`src/rtl/clock_div_pkg.sv`:
```
// Shared constants and types for the multi-channel clock divider.
package clock_div_pkg;

  localparam int NUM_CH_DEF       = 2;
  localparam int CNT_W_DEF        = 8;
  localparam int DEFAULT_HALF_DEF = 4;

  // Channel-select width, never narrower than one bit.
  function automatic int ch_w(input int num_ch);
    return (num_ch > 1) ? $clog2(num_ch) : 1;
  endfunction

  localparam int CH_W = ch_w(NUM_CH_DEF);

  typedef logic [CNT_W_DEF-1:0] div_t;

endpackage

```
`src/rtl/clock_div_ch.sv`:
```
// One divider channel: counter, active/pending half-period, registered clock.
// Optional tick output is built when CLKDIV_TICK_EN is defined.
module clock_div_ch
  import clock_div_pkg::*;
#(
  parameter int CNT_W        = CNT_W_DEF,
  parameter int DEFAULT_HALF = DEFAULT_HALF_DEF
) (
  input  logic             iCLK,
  input  logic             RSTn,
  input  logic             en,
  input  logic             load,
  input  logic [CNT_W-1:0] load_val,
  output logic             pend_vld,
  output logic             clk_out
`ifdef CLKDIV_TICK_EN
  ,
  output logic             tick_out
`endif
);

  logic [CNT_W-1:0] cnt_r;
  logic [CNT_W-1:0] half_r;
  logic [CNT_W-1:0] pend_val_r;
  logic             pend_vld_r;
  logic             clk_r;
  logic             run_s;
  logic             wrap_s;
  logic             apply_s;

  // A pending divisor lands only at the end of a full period, or at once when halted.
  always_comb begin
    run_s   = en && (half_r != '0);
    wrap_s  = run_s && (cnt_r == (half_r - CNT_W'(1)));
    apply_s = pend_vld_r && (run_s ? (wrap_s && clk_r) : 1'b1);
  end

  // Counter, output clock and divisor registers.
  always_ff @(posedge iCLK) begin
    if (!RSTn) begin
      cnt_r      <= '0;
      half_r     <= CNT_W'(DEFAULT_HALF);
      pend_val_r <= '0;
      pend_vld_r <= 1'b0;
      clk_r      <= 1'b0;
    end else begin
      if (!run_s) begin
        cnt_r <= '0;
        clk_r <= 1'b0;
      end else if (wrap_s) begin
        cnt_r <= '0;
        clk_r <= ~clk_r;
      end else begin
        cnt_r <= cnt_r + CNT_W'(1);
      end

      if (apply_s) begin
        half_r     <= pend_val_r;
        pend_vld_r <= 1'b0;
      end else if (load) begin
        pend_val_r <= load_val;
        pend_vld_r <= 1'b1;
      end
    end
  end

`ifdef CLKDIV_TICK_EN
  logic tick_r;

  // Pulse coincides with the first high cycle of each period.
  always_ff @(posedge iCLK) begin
    if (!RSTn) begin
      tick_r <= 1'b0;
    end else begin
      tick_r <= wrap_s && !clk_r;
    end
  end

  assign tick_out = tick_r;
`endif

  assign pend_vld = pend_vld_r;
  assign clk_out  = clk_r;

endmodule

```
`src/rtl/clock_div_multi.sv`:
```
// Multi-channel programmable 50%-duty clock divider with divisor update handshake.
// Define CLKDIV_TICK_EN to add the per-channel tick_out pulse port.
module clock_div_multi
  import clock_div_pkg::*;
#(
  parameter int NUM_CH       = NUM_CH_DEF,
  parameter int CNT_W        = CNT_W_DEF,
  parameter int DEFAULT_HALF = DEFAULT_HALF_DEF
) (
  input  logic                      iCLK,
  input  logic                      RSTn,
  input  logic [NUM_CH-1:0]         en,
  input  logic [ch_w(NUM_CH)-1:0]   div_ch,
  input  logic [CNT_W-1:0]          div_val,
  input  logic                      div_valid,
  output logic                      div_ready,
  output logic [NUM_CH-1:0]         clk_out
`ifdef CLKDIV_TICK_EN
  ,
  output logic [NUM_CH-1:0]         tick_out
`endif
);

  localparam int CHW = ch_w(NUM_CH);

  logic [NUM_CH-1:0] sel_s;
  logic [NUM_CH-1:0] pend_s;
  logic [NUM_CH-1:0] load_s;
  logic              ready_s;

  // Out-of-range channel selects match nothing, so they are accepted and dropped.
  always_comb begin
    sel_s = '0;
    for (int i = 0; i < NUM_CH; i++) begin
      sel_s[i] = (div_ch == CHW'(i));
    end
    ready_s = ~|(sel_s & pend_s);
    load_s  = sel_s & {NUM_CH{div_valid & ready_s}};
  end

  assign div_ready = ready_s;

  for (genvar g = 0; g < NUM_CH; g++) begin : g_ch
    clock_div_ch #(
      .CNT_W        (CNT_W),
      .DEFAULT_HALF (DEFAULT_HALF)
    ) u_ch (
      .iCLK     (iCLK),
      .RSTn     (RSTn),
      .en       (en[g]),
      .load     (load_s[g]),
      .load_val (div_val),
      .pend_vld (pend_s[g]),
      .clk_out  (clk_out[g])
`ifdef CLKDIV_TICK_EN
      ,
      .tick_out (tick_out[g])
`endif
    );
  end

endmodule
```
`config.mk`:
```
export PLATFORM = sky130hd
export DESIGN_NAME = clock_div_multi
export DESIGN_NICKNAME = d
export VERILOG_FILES = /design/src/rtl/clock_div_pkg.sv /design/src/rtl/clock_div_ch.sv /design/src/rtl/clock_div_multi.sv
export SDC_FILE = /design/constraint.sdc
export NUM_CORES = 1
export LEC_CHECK = 0
export ABC_AREA = 1
export CAP_MARGIN = 10
export CORE_ASPECT_RATIO = 1.1
export CORE_MARGIN = 10
export CORE_UTILIZATION = 45
export CTS_CLUSTER_DIAMETER = 50
export DETAILED_ROUTE_END_ITERATION = 10
export PLACE_DENSITY = 0.65
export SLEW_MARGIN = 15
export SYNTH_ARGS = -nofsm -noshare
export SYNTH_HDL_FRONTEND = slang
export SYNTH_HIERARCHICAL = 1
export SYNTH_SLANG_ARGS = --single-unit
```
`constraint.sdc`:
```
create_clock -name iCLK -period 2 [get_ports iCLK]
set_clock_uncertainty 0.2 [all_clocks]
set_input_delay 0.4 -clock iCLK [delete_from_list [all_inputs] [get_ports iCLK]]
set_output_delay 0.4 -clock iCLK [all_outputs]
set_load 0.03 [all_outputs]
```
==> results.sh, run 1 <==
export IMPL_drc=0
export IMPL_synth_cell_types=28
export IMPL_slew_violations=0
export IMPL_ys_seq_area_share_pct=35.6
export IMPL_io_buffers=16
export IMPL_coreArea_um2=6230
export IMPL_initialDrtViolationCount=80
export IMPL_async_flop_share_pct=0
export IMPL_die_w_um=96.9
export IMPL_crit_path_max_incr_delay_ns=0.35
export IMPL_maxSlewHeadroom_pct=78.8
export IMPL_grt_pass1_vias=2299
export IMPL_die_h_um=105
export IMPL_final_nets=474
export IMPL_crit_chain="inv_2 -> ha_4 -> xnor2_2 -> nor2_2 -> nand3_2 -> nor2_4 -> nand4_4 -> nand2_8 -> nand2_8 -> o21ai_2 -> nor2_1"
export IMPL_cts_buffer_depth=2
export IMPL_drt_total_wl_mm=6.40
export IMPL_fin_crit_ns=2.07
export IMPL_clock_root_buffer="clkbuf_8"
export IMPL_grt_setup_unrepaired="true"
export IMPL_synth_edf_count=0
export IMPL_start_util_pct=46.9
export IMPL_syn2layout_area_growth_pct=26.6
export IMPL_failed_checks="negative setup slack"
export IMPL_power_density_nw_per_um2=624
export IMPL_synth_seq_cells=52
export IMPL_avgViaCountPerCell=4.90
export IMPL_ys_warn_count=6
export IMPL_cp_required_ns=2.02
export IMPL_cp_start_kind="flop"
export IMPL_cts_made_buffers=5
export IMPL_insertion_delay_ns=0.32
export IMPL_synthFlopType="dfxtp_1"
export IMPL_final_hold_violation_count=0
export IMPL_cp_end_kind="flop"
export IMPL_fin_util_pct=59.4
export IMPL_cts_sinks=52
export IMPL_syn_nets=441
export IMPL_finalSetupViolCount=14
export IMPL_critical_path_max_fanout=8
export IMPL_dp_hpwl_mm=4.22
export IMPL_cts_tree="done"
export IMPL_worst_slew_pin_slew_ns=0.317
export IMPL_track_usage_pct=11.6
export IMPL_finalCritPeriodShare_pct=103
export IMPL_ctsHoldBuffers=0
export IMPL_num_vias=2629
export IMPL_grt_pass1_wl_mm=10.4
export IMPL_syn_inst=423
export IMPL_dieArea_um2=10100
export IMPL_max_freq_mhz=484
export IMPL_hold_path_class="flop to flop"
export IMPL_antenna_cells=0
export IMPL_critPathKind="flop to flop"
export IMPL_cap_violations=0
export IMPL_place_gp_congestion=0.854
export IMPL_h_tree_depth=2
export IMPL_layout_cells_non_filler=536
export IMPL_slowest_stage="dfxtp_2"
export IMPL_rows=30
export IMPL_drive_gt1_share_pct=30.3
export IMPL_avgSynthCellArea_um2=6.91
export IMPL_dp_cells=520
export IMPL_grt_max_degree=36
export IMPL_arrival_ns=2.09
export IMPL_setup_ws_ns=-0.0661
export IMPL_post_drt_wl_per_cell_um=11.9
export IMPL_overflow=0
export IMPL_final_cell_mix="nand2_1, nor2_1, inv_1, dfxtp_1, nand3_1"
export IMPL_synth_area_um2=2920
export IMPL_num_io_pins=17
export IMPL_final_common_cell="nand2_1"
export IMPL_dr_pass1_iters=4
export IMPL_cp_common_cell="nand2_8"
export IMPL_ant_nets=0
export IMPL_leakage_nw=1.60
export IMPL_status="finished, violations left"
export IMPL_path_clk_slew_ns=0.10
export IMPL_irDropWorstVdd_mv=0.483
export IMPL_antenna_found_initial=0
export IMPL_total_power_mw=2.31
-- power by group --
part	leakage (nW)	internal [mW]	switching, mW
Combinational	1.13	0.232	0.302
Sequential	0.426	1.09	0.0679
Clock	0.0406	0.245	0.375
-- flip-flops by register name, summed over array words and instances (netlist names) --
register	count
g_ch.u_ch/pend_vld	2
g_ch.u_ch/half_r	16
g_ch.u_ch/cnt_r	16
g_ch.u_ch/pend_val_r	16
g_ch.u_ch/clk_out	2
-- cells by family (layout without fill, tap and decap cells) --
logic type,Yosys count,count (layout),synth area share [%]
simple gates,241,246,39.0
buf+inv,72,100,10.9
flops,52,52,35.6
compound gates,42,42,9.24
xor+xnor,12,12,3.59
fa+ha+maj,4,4,1.71
-- Yosys cell counts, types with 6 or more instances --
library cell,instances,area (µm²)
nand2_1,90,338
nor2_1,71,267
inv_1,55,206
dfxtp_1,52,1040
nand3_1,34,170
a21oi_2,14,123
o21ai_1,14,70.1
nor2_2,13,81.3
nand3_2,10,100
nand2_2,9,56.3
a21oi_1,8,40.0
xnor2_1,6,52.6
xor2_1,6,52.6
-- critical path: cells and delay by family, from the launching register on --
family / cells / cell delay, ns
DFF: 1 / 0.35
adders and majority gates: 1 / 0.24
AOI/OAI and AO/OA: 1 / 0.16
and+or+nand+nor: 7 / 0.84
xor gates and xnor gates: 1 / 0.13
buffers and inverters: 1 / 0.04
-- stage by stage --
stage / setup slack, ns / hold WS (ns) / cell area (µm²) / TNS (ns)
after floorplan: 0.00799 / 0.241 / 2930 / 0
after global placement: -0.260 / 0.254 / 3230 / -7.11
after detailed placement: -0.305 / 0.269 / 3230 / -8.44
after CTS: -0.0180 / 0.289 / 3530 / -0.0405
after global routing: -0.155 / 0.297 / 3700 / -3.42
final: -0.0661 / 0.287 / 3700 / -0.383
-- what timing repair did --
| action | 4_1_cts | 5_1_grt |
|---|---|---|
| buffers inserted | 1 | 1 |
| setup endpoints to repair | 36 | 45 |
| resized for setup | 32 | 43 |
| pin swaps | 13 | 32 |
| hold endpoints to repair | 0 | 0 |
| gates cloned | 6 | 1 |
-- metal layers --
layer	GRT usage (%)	vias up	routed length [µm]
met5	0	-	0
met4	4.11	0	82
met3	2.70	8	195
met2	19.3	33	3090
met1	14.3	1206	3030
li1	-	1382	-
-- final cells by class --
class                   count  area (µm²)
multi-input cells         304        1900
clock inverters             2        16.3
repair inverters            2        17.5
flip-flops and latches     52        1050
clock buffers               5        68.8
inverters                  60         240
well taps                  80         100
fillers                   594        2530
repair buffers             31         305
-- worst paths after layout --
path / startpoint / endpoint / slack (ns) / cells past startpoint
setup / recovery: g_ch[1].u_ch/half_r[1] / g_ch[1].u_ch/half_r[3] / -0.07 / 11
hold / removal: g_ch[1].u_ch/pend_val_r[2] / g_ch[1].u_ch/half_r[2] / 0.29 / 2
setup reg to reg: g_ch[1].u_ch/half_r[1] / g_ch[1].u_ch/half_r[3] / -0.07 / 11
hold reg to reg: g_ch[1].u_ch/pend_val_r[2] / g_ch[1].u_ch/half_r[2] / 0.29 / 2
Note: power is estimated with default switching activity, not from simulation.
==> inputs of run 2 (changes only) <==
Settings changed: CTS_BUF_LIST from default to sky130_fd_sc_hd__clkbuf_16, SKIP_CTS_REPAIR_TIMING from default to 1.
==> run 2 against run 1 <==
The run still ends with negative setup slack left. Total power rose by 9.5%. Combinational power down 3%. Sequential cell count did not move. Final area is essentially flat. Via count is 0.68% higher. Global-route usage down 0.87 points. Hold slack lost 0.0041 ns. Non-clock buffer count down 2. Setup slack better by 0.0025 ns.
==> results.sh, run 2 (synthesis results as in run 1) <==
export IMPL_status="finished, violations left"
export IMPL_failed_checks="negative setup slack"
export IMPL_cts_sinks=52
export IMPL_grt_pass1_wl_mm=9.58
export IMPL_rows=30
export IMPL_final_cell_area_um2=3700
export IMPL_r2r_start="g_ch[1].u_ch/half_r[1]"
export IMPL_avgViaCountPerCell=4.96
export IMPL_drt_total_wl_mm=6.40
export IMPL_final_nets=472
export IMPL_power_switching_mw=0.752
export IMPL_cp_start_kind="flop"
export IMPL_whs_ns=0.282
export IMPL_cp_required_ns=1.99
export IMPL_switching_share_pct=29.8
export IMPL_cp_common_cell="nand2_8"
export IMPL_hold_depth=1
export IMPL_num_vias=2647
export IMPL_grt_setup_unrepaired="true"
export IMPL_die_w_um=96.9
export IMPL_slew_violations=0
export IMPL_leakage_nw=1.65
export IMPL_ant_nets=0
export IMPL_die_h_um=105
export IMPL_h_tree_depth=2
export IMPL_dr_pass1_iters=4
export IMPL_cts_buffer_depth=2
export IMPL_num_io_pins=17
export IMPL_finalSetupViolCount=11
export IMPL_dp_hpwl_mm=4.22
export IMPL_fin_util_pct=59.4
export IMPL_dieArea_um2=10100
export IMPL_slowest_stage="dfxtp_2"
export IMPL_finalCritPeriodShare_pct=103
export IMPL_grt_max_degree=36
export IMPL_critical_path_max_fanout=8
export IMPL_hold_start="g_ch[0].u_ch/cnt_r[0]"
export IMPL_clkPwrFrac_pct=33.9
export IMPL_max_freq_mhz=485
export IMPL_syn2layout_area_growth_pct=26.5
export IMPL_antenna_found_initial=0
export IMPL_layout_cells_non_filler=534
export IMPL_setup_ws_ns=-0.0636
export IMPL_p_int_mw=1.78
export IMPL_worst_slew_pin_slew_ns=0.346
export IMPL_hold_end="g_ch[0].u_ch/cnt_r[0]"
export IMPL_clock_root_buffer="clkbuf_16"
export IMPL_final_hold_violation_count=0
export IMPL_final_common_cell="nand2_1"
export IMPL_power_frac_seq_pct=45.7
export IMPL_final_cell_mix="nand2_1, nor2_1, inv_1, dfxtp_1, nand3_1"
export IMPL_arrival_ns=2.05
export IMPL_rrSetupSlack_ns=-0.06
export IMPL_power_density_nw_per_um2=683
export IMPL_worst_r2r_cell_count=11
export IMPL_grt_pass1_vias=2131
export IMPL_cts_made_buffers=5
export IMPL_post_drt_wl_per_cell_um=12.0
export IMPL_cp_end_kind="flop"
export IMPL_place_gp_congestion=0.854
export IMPL_dp_cells=520
export IMPL_crit_chain="inv_2 -> ha_4 -> xnor2_2 -> nor2_2 -> nand3_2 -> nor2_4 -> nand4_4 -> nand2_8 -> nand2_8 -> a21oi_1 -> nor2_1"
export IMPL_place_area_um2=3230
export IMPL_irDropWorstVdd_mv=0.382
export IMPL_comb_power_share_pct=20.4
export IMPL_critPathKind="flop to flop"
export IMPL_track_usage_pct=10.8
export IMPL_insertion_delay_ns=0.29
export IMPL_hold_path_class="flop to flop"
export IMPL_cap_violations=0
export IMPL_cts_tree="done"
export IMPL_crit_path_max_incr_delay_ns=0.34
export IMPL_start_util_pct=46.9
export IMPL_antenna_cells=0
export IMPL_timing_rr_end="g_ch[1].u_ch/pend_val_r[5]"
export IMPL_initialDrtViolationCount=67
export IMPL_coreArea_um2=6230
export IMPL_overflow=0
export IMPL_drive_gt1_share_pct=27.1
export IMPL_reg_top3="g_ch.u_ch/cnt_r: 16 flops, g_ch.u_ch/half_r: 16 flops, g_ch.u_ch/pend_val_r: 16 flops"
export IMPL_fin_crit_ns=2.06
export IMPL_maxSlewHeadroom_pct=76.9
export IMPL_io_buffers=16
export IMPL_drc=0
export IMPL_path_clk_slew_ns=0.07
-- run 2: area by class of cell --
cell class	count	area (µm²)
Fill cell	594	2530
Multi-Input combinational cell	304	1860
Sequential cell	52	1050
Timing Repair Buffer	29	298
Inverter	60	240
Clock buffer	5	125
Tap cell	80	100
Clock inverter	2	16.3
Timing Repair inverter	2	15.0
-- run 2: per-layer routing --
layer | track usage, % | wire length [µm] | up-vias | part of all wire (%)
li1 | - | - | 1392 | -
met2 | 16.8 | 3050 | 40 | 48
met3 | 2.37 | 237 | 9 | 3.7
met5 | 0 | 0 | - | 0
met1 | 13.8 | 3000 | 1206 | 47
met4 | 4.85 | 103 | 0 | 1.6
-- run 2: worst max-delay path: cells and delay by family, from the launching register on --
| family | cells | cell delay [ns] |
|---|---|---|
| compound gates | 1 | 0.16 |
| simple gates | 7 | 0.84 |
| buf+inv | 1 | 0.04 |
| fa+ha+maj | 1 | 0.24 |
| xor+xnor | 1 | 0.13 |
| flops | 1 | 0.34 |
-- run 2: stage by stage --
step                      power [mW]  setup TNS (ns)  worst slack, ns
after global placement          1.58           -7.11           -0.260
after CTS                       2.44           -5.57           -0.224
final                           2.53          -0.245          -0.0636
after global routing            2.66           -2.71           -0.144
after floorplan                 1.47               0          0.00799
after detailed placement        1.59           -8.44           -0.305
-- run 2: how the worst max path moves through the flow --
stage                           startpoint                    endpoint  slack, ns  depth (start not counted)
finish              g_ch[1].u_ch/half_r[1]  g_ch[1].u_ch/pend_val_r[5]      -0.06                         11
global route        g_ch[1].u_ch/half_r[1]  g_ch[1].u_ch/pend_val_r[0]      -0.14                         12
CTS                 g_ch[1].u_ch/half_r[0]      g_ch[1].u_ch/half_r[6]      -0.22                         12
detailed placement                   en[0]      g_ch[0].u_ch/half_r[7]      -0.31                         11
global placement                     en[0]      g_ch[0].u_ch/half_r[4]      -0.26                         11
floorplan           g_ch[0].u_ch/half_r[0]  g_ch[0].u_ch/pend_val_r[5]      0.008                         12
-- run 2: power groups by stage --
stage	combinational [mW]	clock, mW	sequential, mW
after global placement	0.420	0	1.16
after CTS	0.430	0.878	1.14
after global routing	0.573	0.921	1.16
after detailed placement	0.428	0	1.16
final	0.516	0.856	1.16
after floorplan	0.323	0	1.15
